$ cat config.mk
export PLATFORM = sky130hd
export DESIGN_NAME = wb_write_arbiter
export DESIGN_NICKNAME = d
export VERILOG_FILES = /design/src/rtl/riscv_pkg.sv /design/src/rtl/wb_fifo.sv /design/src/rtl/wb_write_arbiter.sv
export SDC_FILE = /design/constraint.sdc
export NUM_CORES = 1
export LEC_CHECK = 0
export ABC_AREA = 1
export CELL_PAD_IN_SITES_DETAIL_PLACEMENT = 2
export CELL_PAD_IN_SITES_GLOBAL_PLACEMENT = 2
export CORE_AREA = 2 2 139 209
export CTS_BUF_LIST = sky130_fd_sc_hd__clkbuf_8
export DETAILED_ROUTE_END_ITERATION = 12
export DIE_AREA = 0 0 141 211
export PLACE_DENSITY_LB_ADDON = 0.1
export SLEW_MARGIN = 20
export SYNTH_ARGS = -nofsm -noshare
export SYNTH_HDL_FRONTEND = slang
export SYNTH_SLANG_ARGS = --single-unit
$ cat constraint.sdc
create_clock -name clk -period 3.7 [get_ports clk]
set_input_delay 0.555 -clock clk [delete_from_list [all_inputs] [get_ports clk]]
set_output_delay 0.555 -clock clk [all_outputs]
set_load 0.02 [all_outputs]
$ cat src/rtl/riscv_pkg.sv
// Shared RV32 register-file constants and the writeback source select type.
package riscv_pkg;

  localparam int unsigned XLEN       = 32;
  localparam int unsigned REG_ADDR_W = 5;
  localparam int unsigned NUM_REGS   = 32;

  localparam logic [REG_ADDR_W-1:0] REG_ZERO = 5'd0;

  typedef enum logic [1:0] {
    SelNone,
    SelPri,
    SelSec
  } wb_sel_e;

  function automatic logic is_x0(input logic [REG_ADDR_W-1:0] r);
    return r == REG_ZERO;
  endfunction

endpackage

$ cat src/rtl/wb_fifo.sv
// Synchronous FIFO for buffered secondary writebacks; push when full and pop
// when empty are ignored.
module wb_fifo #(
  parameter int unsigned WIDTH = 37,
  parameter int unsigned DEPTH = 4,
  localparam int unsigned PTR_W = $clog2(DEPTH),
  localparam int unsigned CNT_W = PTR_W + 1
) (
  input  logic             clk,
  input  logic             rst,
  input  logic             push,
  input  logic [WIDTH-1:0] wdata,
  input  logic             pop,
  output logic [WIDTH-1:0] rdata,
  output logic             full,
  output logic             empty,
  output logic [CNT_W-1:0] count
);

  logic [WIDTH-1:0] mem [DEPTH];
  logic [PTR_W-1:0] wr_ptr_q, rd_ptr_q;
  logic [CNT_W-1:0] count_q, count_d;
  logic             do_push, do_pop;

  assign full    = (count_q == CNT_W'(DEPTH));
  assign empty   = (count_q == '0);
  assign do_push = push && !full;
  assign do_pop  = pop && !empty;
  assign rdata   = mem[rd_ptr_q];
  assign count   = count_q;

  always_comb begin
    count_d = count_q;
    case ({do_push, do_pop})
      2'b10:   count_d = count_q + CNT_W'(1);
      2'b01:   count_d = count_q - CNT_W'(1);
      default: count_d = count_q;
    endcase
  end

  // Storage carries no reset: only count/pointers decide what is valid.
  always_ff @(posedge clk) begin
    if (do_push) begin
      mem[wr_ptr_q] <= wdata;
    end
  end

  // DEPTH is a power of two, so pointers wrap by natural overflow.
  always_ff @(posedge clk or negedge rst) begin
    if (!rst) begin
      wr_ptr_q <= '0;
      rd_ptr_q <= '0;
      count_q  <= '0;
    end else begin
      if (do_push) wr_ptr_q <= wr_ptr_q + PTR_W'(1);
      if (do_pop)  rd_ptr_q <= rd_ptr_q + PTR_W'(1);
      count_q <= count_d;
    end
  end

endmodule

$ cat src/rtl/wb_write_arbiter.sv
// Merges primary pipeline writeback and FIFO-buffered long-latency results onto
// the register file's single write port, and tracks pending destinations.
module wb_write_arbiter
  import riscv_pkg::*;
#(
  parameter int unsigned XLEN       = riscv_pkg::XLEN,
  parameter int unsigned DEPTH      = 4,
  parameter int unsigned STARVE_MAX = 8,
  localparam int unsigned CNT_W     = $clog2(DEPTH) + 1
) (
  input  logic                  clk,
  input  logic                  rst,
  input  logic                  pri_valid,
  input  logic [REG_ADDR_W-1:0] pri_rd,
  input  logic [XLEN-1:0]       pri_data,
  input  logic                  sec_valid,
  output logic                  sec_ready,
  input  logic [REG_ADDR_W-1:0] sec_rd,
  input  logic [XLEN-1:0]       sec_data,
  input  logic                  sb_set,
  input  logic [REG_ADDR_W-1:0] sb_set_rd,
  input  logic [REG_ADDR_W-1:0] rs1,
  input  logic [REG_ADDR_W-1:0] rs2,
  output logic                  busy1,
  output logic                  busy2,
  output logic                  rf_we,
  output logic [REG_ADDR_W-1:0] rf_waddr,
  output logic [XLEN-1:0]       rf_wdata,
  output logic                  stall_req,
  output logic [CNT_W-1:0]      fifo_count
);

  localparam int unsigned ENTRY_W  = REG_ADDR_W + XLEN;
  localparam int unsigned STARVE_W = $clog2(STARVE_MAX + 1);

  logic                  fifo_push, fifo_pop, fifo_full, fifo_empty;
  logic [ENTRY_W-1:0]    head_entry;
  logic [REG_ADDR_W-1:0] head_rd;
  logic [XLEN-1:0]       head_data;
  logic                  pri_win;
  wb_sel_e               sel;
  logic [NUM_REGS-1:0]   sb_q, sb_d;
  logic [STARVE_W-1:0]   starve_q, starve_d;

  wb_fifo #(
    .WIDTH (ENTRY_W),
    .DEPTH (DEPTH)
  ) u_fifo (
    .clk   (clk),
    .rst   (rst),
    .push  (fifo_push),
    .wdata ({sec_rd, sec_data}),
    .pop   (fifo_pop),
    .rdata (head_entry),
    .full  (fifo_full),
    .empty (fifo_empty),
    .count (fifo_count)
  );

  assign {head_rd, head_data} = head_entry;
  assign sec_ready = !fifo_full;

  // x0 results are acknowledged but dropped so they never occupy a slot.
  assign fifo_push = sec_valid && !fifo_full && !is_x0(sec_rd);
  assign pri_win   = pri_valid && !is_x0(pri_rd);

  always_comb begin
    sel = SelNone;
    if (pri_win) begin
      sel = SelPri;
    end else if (!fifo_empty) begin
      sel = SelSec;
    end
  end

  assign fifo_pop = (sel == SelSec);

  always_ff @(posedge clk or negedge rst) begin
    if (!rst) begin
      rf_we    <= 1'b0;
      rf_waddr <= REG_ZERO;
      rf_wdata <= '0;
    end else begin
      case (sel)
        SelPri: begin
          rf_we    <= 1'b1;
          rf_waddr <= pri_rd;
          rf_wdata <= pri_data;
        end
        SelSec: begin
          rf_we    <= 1'b1;
          rf_waddr <= head_rd;
          rf_wdata <= head_data;
        end
        default: rf_we <= 1'b0;
      endcase
    end
  end

  // Clear is applied first so a same-register set in the same cycle wins.
  always_comb begin
    sb_d = sb_q;
    if (fifo_pop) begin
      sb_d[head_rd] = 1'b0;
    end
    if (sb_set && !is_x0(sb_set_rd)) begin
      sb_d[sb_set_rd] = 1'b1;
    end
    sb_d[0] = 1'b0;
  end

  always_ff @(posedge clk or negedge rst) begin
    if (!rst) begin
      sb_q <= '0;
    end else begin
      sb_q <= sb_d;
    end
  end

  assign busy1 = sb_q[rs1];
  assign busy2 = sb_q[rs2];

  always_comb begin
    starve_d = starve_q;
    if (fifo_pop || fifo_empty) begin
      starve_d = '0;
    end else if (starve_q != STARVE_W'(STARVE_MAX)) begin
      starve_d = starve_q + STARVE_W'(1);
    end
  end

  always_ff @(posedge clk or negedge rst) begin
    if (!rst) begin
      starve_q  <= '0;
      stall_req <= 1'b0;
    end else begin
      starve_q  <= starve_d;
      stall_req <= (starve_d == STARVE_W'(STARVE_MAX));
    end
  end

endmodule

==> flow_summary_export.csv, run 1 <==
group,metric,value,unit
outcome,status,"finished clean",
finish,syn_to_final_growth,25.25,%
clock_network,cts.sinks,229,
grt,grt_util_met1,23.72,%
setup_path,path_class,"primary input to output port",
clock_network,h-tree-depth,2,
yosys,synth_nets,1118,
floorplanning,die_area,29750,um2
placement,dp_slack,0.4997,ns
yosys,synth_cell_type_count,28,
finish,finalInstanceArea,12480,um2
floorplanning,rows,75,
power_and_ir_drop,p_leak,5.114,nW
detailed_routing,route.detailed.drc,0,
yosys,yosysTopAreaCellShare,44.60,%
detailed_routing,totalWireLength,33870,um
clock_network,cts_setup_buffers,0,
detailed_routing,detail-route-antenna-nets,0,
grt,busiest_layer,"met2",
clock_network,cts_root_buf,"clkbuf_8",
flow_run,drv_cap,0,
grt,met3_usage,3.673,%
setup_path,slowest_stage,"clkdlybuf4s50_1",
grt,grt_max_degree,77,
floorplanning,ioPinCount,139,
timing,max_freq,318.8,MHz
finish,seqCellArea,6472,um2
timing,hold_viol_final,0,
detailed_routing,vias_per_cell,5.185,
timing,period_share,84.79,%
finish,layout.nets,1274,
power_and_ir_drop,ir_worst_vdd,0.3951,mV
clock_network,cts-buffers-inserted,37,
placement,placed_cell_area,11770,um2
yosys,yosys.area.top_type,"edfxtp_1",
grt,grt.total_usage,23.45,%
setup_path,timing.critical_path.mode_cell,"nand2_1",
yosys,synthTopCellsByArea,"edfxtp_1 45%, dfrtp_1 20%, nand2_1 14%",
clock_network,clock_latency,0.55,ns
finish,n_fill_cell,2989,
setup_path,path_cells,"clkdlybuf4s50_1 -> inv_1 -> nand3_1 -> nand3_1 -> nand2_1 -> nand2_1 -> nand2_1 -> nand2_1 -> nand2_1 -> clkdlybuf4s50_1",
timing,rsz0062_at_grt,"no",
clock_network,path_clk_slew,0.06,ns
setup_path,crit_path_max_fanout,9,
grt,antenna_found_initial,2,
detailed_routing,drt-wirelength-per-cell,21.88,um
power_and_ir_drop,p_per_area,770.4,nW/um2
setup_path,required,3.14,ns
yosys,yosysWarnings,0,
setup_path,worstPathArrival,2.58,ns
floorplanning,core,27870,um2
worst_hold_path,min_path_type,"primary input to asynchronous set/reset pin",
power_and_ir_drop,finalPower,9.615,mW
timing,setup_violations,0,
grt,gr-total-overflow,0,
setup_path,end_kind,"output port",
power_and_ir_drop,p_seq_share,41.1,%
timing,setup_tns,0,ns
floorplanning,die_h,211,um
grt,grt_pass1_vias,9138,
placement,place.port_buffers,138,
timing,slew_viol_final,0,
placement,dp_hpwl,23240,um
yosys,avgSynthCellArea,9.808,um2
timing,setup_slack,0.5628,ns
detailed_routing,drt_pass1_iterations,4,
finish,drive_above_1_share,8.326,%
clock_network,cts_resized,0,
yosys,synthCells,1016,
clock_network,clockBufferDepth,3,
clock_network,cts_hold_buf,0,
setup_path,critPathMaxStageDelay,0.68,ns
power_and_ir_drop,clkPwrFrac,22.3,%
yosys,synthesis.area,9965,um2
grt,globalRouteMet2Util,45.87,%
yosys,ys_ff_latch,229,
finish,multi_input_area,3143,um2
power_and_ir_drop,p_sw_share,40.16,%
power_and_ir_drop,p_sw,3.861,mW
clock_network,cts_tree,"done",
power_and_ir_drop,p_comb_share,36.7,%
timing,worstMarginPinSlew,0.8355,ns
detailed_routing,first_iter_violations,241,
detailed_routing,num_vias,8027,
timing,slew_headroom,44.30,%
power_and_ir_drop,internal_power,5.754,mW
floorplanning,initial_utilization,35.75,%
timing,period_minus_slack,3.137,ns
timing,skew,0.01923,ns
setup_path,startpoint_type,"primary input",
yosys,seq_area_frac_synth,64.94,%
floorplanning,dieWidth,141,um
grt,grt_pass1_wl,52580,um
placement,gp_congestion,0.8494,
==> layout make-up <==
cell class,count,share of cell area (%)
diodes,1,0.02005
inverters,49,1.474
well taps,346,3.469
clock inverters,27,1.163
clock buffers,41,4.521
flip-flops and latches,229,51.86
multi-input cells,696,25.18
repair buffers,159,12.31
==> Yosys cell counts <==
cell type	n
xor2_1	4
dfrtp_1	81
clkinv_1	1
buf_2	16
nand2_2	6
nor3_2	1
xnor2_1	3
o211ai_1	2
buf_6	1
nor2_1	90
edfxtp_1	148
buf_1	4
nand3_1	104
nand2_1	362
clkbuf_1	18
nand3_4	1
o221ai_1	1
inv_2	5
a21oi_1	16
nor3_1	14
fa_1	1
ha_1	7
nand3_2	2
o21ai_0	52
inv_1	43
buf_4	3
o22ai_1	26
nor2_4	4
==> cell usage in the layout, fill, tap and decap left out, types with 5 or more instances in the layout <==
cell / netlist / routed
nand2_1: 362 / 362
edfxtp_1: 148 / 148
clkdlybuf4s50_1: 0 / 137
nand3_1: 104 / 104
nor2_1: 90 / 86
dfrtp_1: 81 / 80
inv_1: 43 / 56
o21ai_0: 52 / 52
clkbuf_8: 0 / 41
o22ai_1: 26 / 26
buf_4: 3 / 22
a21oi_1: 16 / 16
nor3_1: 14 / 14
clkinv_2: 0 / 11
nor2_4: 4 / 8
ha_1: 7 / 7
nand2_2: 6 / 6
inv_2: 5 / 5
==> critical path, delay by kind of cell <==
family | cells | cell delay, ns
buffers and inverters | 3 | 1.52
and+or+nand+nor | 7 | 0.50
==> state kept, by name, summed over array words and instances (netlist names) <==
signal,count
u_fifo.rd_ptr_q,2
u_fifo.mem,148
rf_we,1
rf_wdata,32
u_fifo.count,3
u_fifo.wr_ptr_q,2
starve_q,4
rf_waddr,5
sb_q,31
stall_req,1
==> per-layer routing <==
layer,vias up,part of all wire (%)
li1,3712,-
met1,4035,35
met5,-,0.038
met2,195,56
met3,83,3.5
met4,2,4.8
==> power groups by stage <==
stage / Clock, mW / Sequential, mW / Combinational [mW]
after detailed placement: 0 / 4.00 / 3.57
after global routing: 2.30 / 4.02 / 3.93
after floorplan: 0 / 4.06 / 1.86
after global placement: 0 / 3.97 / 3.46
final: 2.14 / 3.95 / 3.52
after CTS: 2.21 / 3.97 / 3.61
==> path summary, 6_finish.rpt <==
path / end / depth (start not counted) / startpoint / slack [ns]
worst max-delay path: busy2 / 10 / rs2[1] / 0.56
worst min-delay path: rf_wdata[10] / 1 / rst / 0.08
worst max register to register: u_fifo.count[2] / 9 / u_fifo.count[0] / 0.98
worst min register to register: sb_q[2] / 2 / sb_q[2] / 0.47
max in group asynchronous: sb_q[24] / 2 / rst / 2.74
min in group clk: sb_q[2] / 2 / sb_q[2] / 0.47
==> cells by family (layout without fill, tap and decap cells) <==
family	after synthesis	after routing	share of synthesized area, %
buffers and inverters	91	276	3.817
flip-flops	229	229	64.94
adder cells (fa/ha/maj)	8	8	1.080
AO/OA/AOI/OAI	97	97	5.286
AND/OR/NAND/NOR	584	584	24.26
XOR/XNOR	7	7	0.6153
other	0	1	0
==> metrics by stage <==
stage / hold WS (ns) / util, % / instances
finish: 0.07697 / 44.78 / 1548
global route: 0.1093 / 44.78 / 1548
CTS: 0.1040 / 44.77 / 1547
detailed placement: 0.4610 / 42.23 / 1479
global placement: 0.4575 / 42.23 / 1479
floorplan: 0.2594 / - / 1016
No activity file was read; power rests on OpenSTA's default activity.
==> run 2: changes to the inputs <==
--- a/config.mk
+++ b/config.mk
@@ -8,10 +8,10 @@
 export ABC_AREA = 1
 export CELL_PAD_IN_SITES_DETAIL_PLACEMENT = 2
 export CELL_PAD_IN_SITES_GLOBAL_PLACEMENT = 2
-export CORE_AREA = 2 2 139 209
+export CORE_AREA = 2 2 148 222
 export CTS_BUF_LIST = sky130_fd_sc_hd__clkbuf_8
 export DETAILED_ROUTE_END_ITERATION = 12
-export DIE_AREA = 0 0 141 211
+export DIE_AREA = 0 0 150 224
 export PLACE_DENSITY_LB_ADDON = 0.1
 export SLEW_MARGIN = 20
 export SYNTH_ARGS = -nofsm -noshare
==> constraint.sdc (replaced) <==
create_clock -name clk -period 2.85 [get_ports clk]
set_input_delay 0.4275 -clock clk [delete_from_list [all_inputs] [get_ports clk]]
set_output_delay 0.4275 -clock clk [all_outputs]
set_load 0.02 [all_outputs]
==> flow_summary_export.csv, run 2 (synthesis gave the netlist of run 1 again) <==
group,metric,value,unit
finish,postLayoutCoreUtil,40.60,%
detailed_routing,dr_wl_met2,18740,um
detailed_routing,wl_met3,1102,um
setup_path,worstPathArrival,2.99,ns
finish,mostFrequentLayoutCell,"nand2_1",
placement,dp_slack,0.02560,ns
power_and_ir_drop,p_per_area,980.3,nW/um2
grt,grt_max_degree,46,
timing,period_minus_slack,2.565,ns
finish,finalInstanceArea,12840,um2
finish,layout.nets,1289,
clock_network,path_clk_slew,0.06,ns
detailed_routing,num_vias,7952,
clock_network,cts_setup_buffers,0,
placement,gp_congestion,0.7880,
floorplanning,dieWidth,150,um
clock_network,cts-buffers-inserted,38,
power_and_ir_drop,clkPwrFrac,23.2,%
timing,hold_ws,0.3172,ns
setup_path,r2r-start,"u_fifo.count[2]",
setup_path,startpoint_type,"register",
timing,max_freq,389.9,MHz
timing,setup_slack,0.2853,ns
finish,largest_reg_flops,148,
detailed_routing,highest_layer,"met5",
grt,antenna_found_initial,2,
worst_hold_path,min_path_type,"primary input to asynchronous set/reset pin",
detailed_routing,vias_per_cell,4.888,
outcome,status,"finished clean",
finish,drive_above_1_share,8.964,%
power_and_ir_drop,p_leak,5.242,nW
detailed_routing,drt-wirelength-per-cell,19.99,um
finish,n_fill_cell,3446,
setup_path,r2r_cells,9,
timing,period_share,89.99,%
clock_network,clock_latency,0.55,ns
setup_path,slowest_stage,"nor3_2",
setup_path,required,3.27,ns
timing,skew,0.01869,ns
timing,rsz0062_at_grt,"no",
placement,dp_hpwl,22840,um
floorplanning,die_area,33600,um2
detailed_routing,route.detailed.drc,0,
detailed_routing,first_iter_violations,232,
grt,grt_pass1_vias,8921,
clock_network,cts_root_buf,"clkbuf_8",
floorplanning,core,31630,um2
setup_path,crit_start,"u_fifo.count[2]",
finish,final-instance-count-excl-fill,1627,
clock_network,cts.sinks,229,
flow_run,drv_cap,0,
detailed_routing,detail-route-antenna-nets,0,
power_and_ir_drop,p_seq_share,39.8,%
power_and_ir_drop,internal_power,7.724,mW
setup_path,crit_path_max_fanout,4,
power_and_ir_drop,ir_worst_vdd,0.3565,mV
timing,slew_headroom,60.19,%
power_and_ir_drop,p_comb_share,37.0,%
floorplanning,rows,80,
finish,top_register,"u_fifo.mem",
power_and_ir_drop,p_sw_share,38.65,%
timing,hold_viol_final,0,
clock_network,clockBufferDepth,3,
finish,syn_to_final_growth,28.88,%
timing,slew_viol_final,0,
floorplanning,initial_utilization,31.50,%
placement,place.port_buffers,138,
setup_path,endpoint,"u_fifo.count[2]",
finish,largestRegisters,"u_fifo.mem (148), rf_wdata (32), sb_q (31)",
detailed_routing,totalWireLength,32530,um
finish,final_cell_mix,"362 x nand2_1, 148 x edfxtp_1, 135 x clkdlybuf4s50_1",
timing,setup_tns,0,ns
setup_path,r2r-end,"u_fifo.count[2]",
power_and_ir_drop,p_sw,4.866,mW
timing,worstMarginPinSlew,0.5925,ns
detailed_routing,met1Wirelength,11970,um
setup_path,end_kind,"register",
setup_path,r2r_setup_slack,0.29,ns
setup_path,path_cells,"nor3_2 -> inv_1 -> nand2_2 -> clkinv_1 -> ha_1 -> fa_1 -> a21oi_1 -> o21ai_0 -> xnor2_1",
power_and_ir_drop,finalPower,12.59,mW
setup_path,critPathMaxStageDelay,0.48,ns
clock_network,h-tree-depth,2,
placement,dp.cells,1556,
detailed_routing,drt_pass1_iterations,4,
grt,grt.total_usage,19.74,%
floorplanning,die_h,224,um
floorplanning,ioPinCount,139,
setup_path,path_class,"register to register",
grt,grt_pass1_wl,50410,um
grt,gr-total-overflow,0,
placement,placed_cell_area,12060,um2
timing,setup_violations,0,
clock_network,cts_tree,"done",
run 2: how the worst min path moves through the flow:
| stage | startpoint | endpoint | slack, ns | cells past startpoint |
|---|---|---|---|---|
| floorplan | rst | rf_waddr[0] | 0.13 | 0 |
| CTS | rst | rf_wdata[11] | 0.28 | 2 |
| global route | rst | rf_wdata[27] | 0.31 | 2 |
| finish | rst | rf_wdata[0] | 0.32 | 2 |
| global placement | rst | rf_wdata[0] | 0.34 | 1 |
| detailed placement | rst | rf_wdata[0] | 0.34 | 1 |
run 2: final cells by class:
class,count,area (um2),area share (%)
Antenna cell,1,2.502,0.01949
Sequential cell,229,6472,50.40
Timing Repair Buffer,173,1765,13.75
Inverter,49,183.9,1.432
Clock inverter,25,156.4,1.218
Multi-Input combinational cell,696,3143,24.47
Clock buffer,44,605.6,4.716
Tap cell,410,513.0,3.995
run 2: layer usage:
metal,GRT usage (%),vias to the layer above
li1,-,3741
met1,20.45,4014
met2,39.43,144
met3,3.238,51
met4,6.056,2
met5,0,-
run 2: power by group through the flow:
stage                     registers, mW  clock network, mW  logic, mW
final                              5.01               2.92       4.66
after global placement             5.05                  0       4.65
after detailed placement           5.08                  0       4.77
after floorplan                    5.27                  0       2.41
after CTS                          5.02               3.04       4.80
after global routing               5.11               3.17       5.20
run 2: timing repair:
item | in CTS | in global routing
endpoints found under the setup margin | 0 | 2
resized for setup | 0 | 3
hold endpoints to repair | 17 | 0
hold buffers | 1 | 0
run 2: worst max-delay path, delay by kind of cell (launching register included):
kind                     cells  cell delay [ns]
buffers and inverters        2             0.26
AND/OR/NAND/NOR              2             0.65
flip-flops                   1             0.43
AO/OA/AOI/OAI                2             0.29
adder cells (fa/ha/maj)      2             0.65
XOR/XNOR                     1             0.14
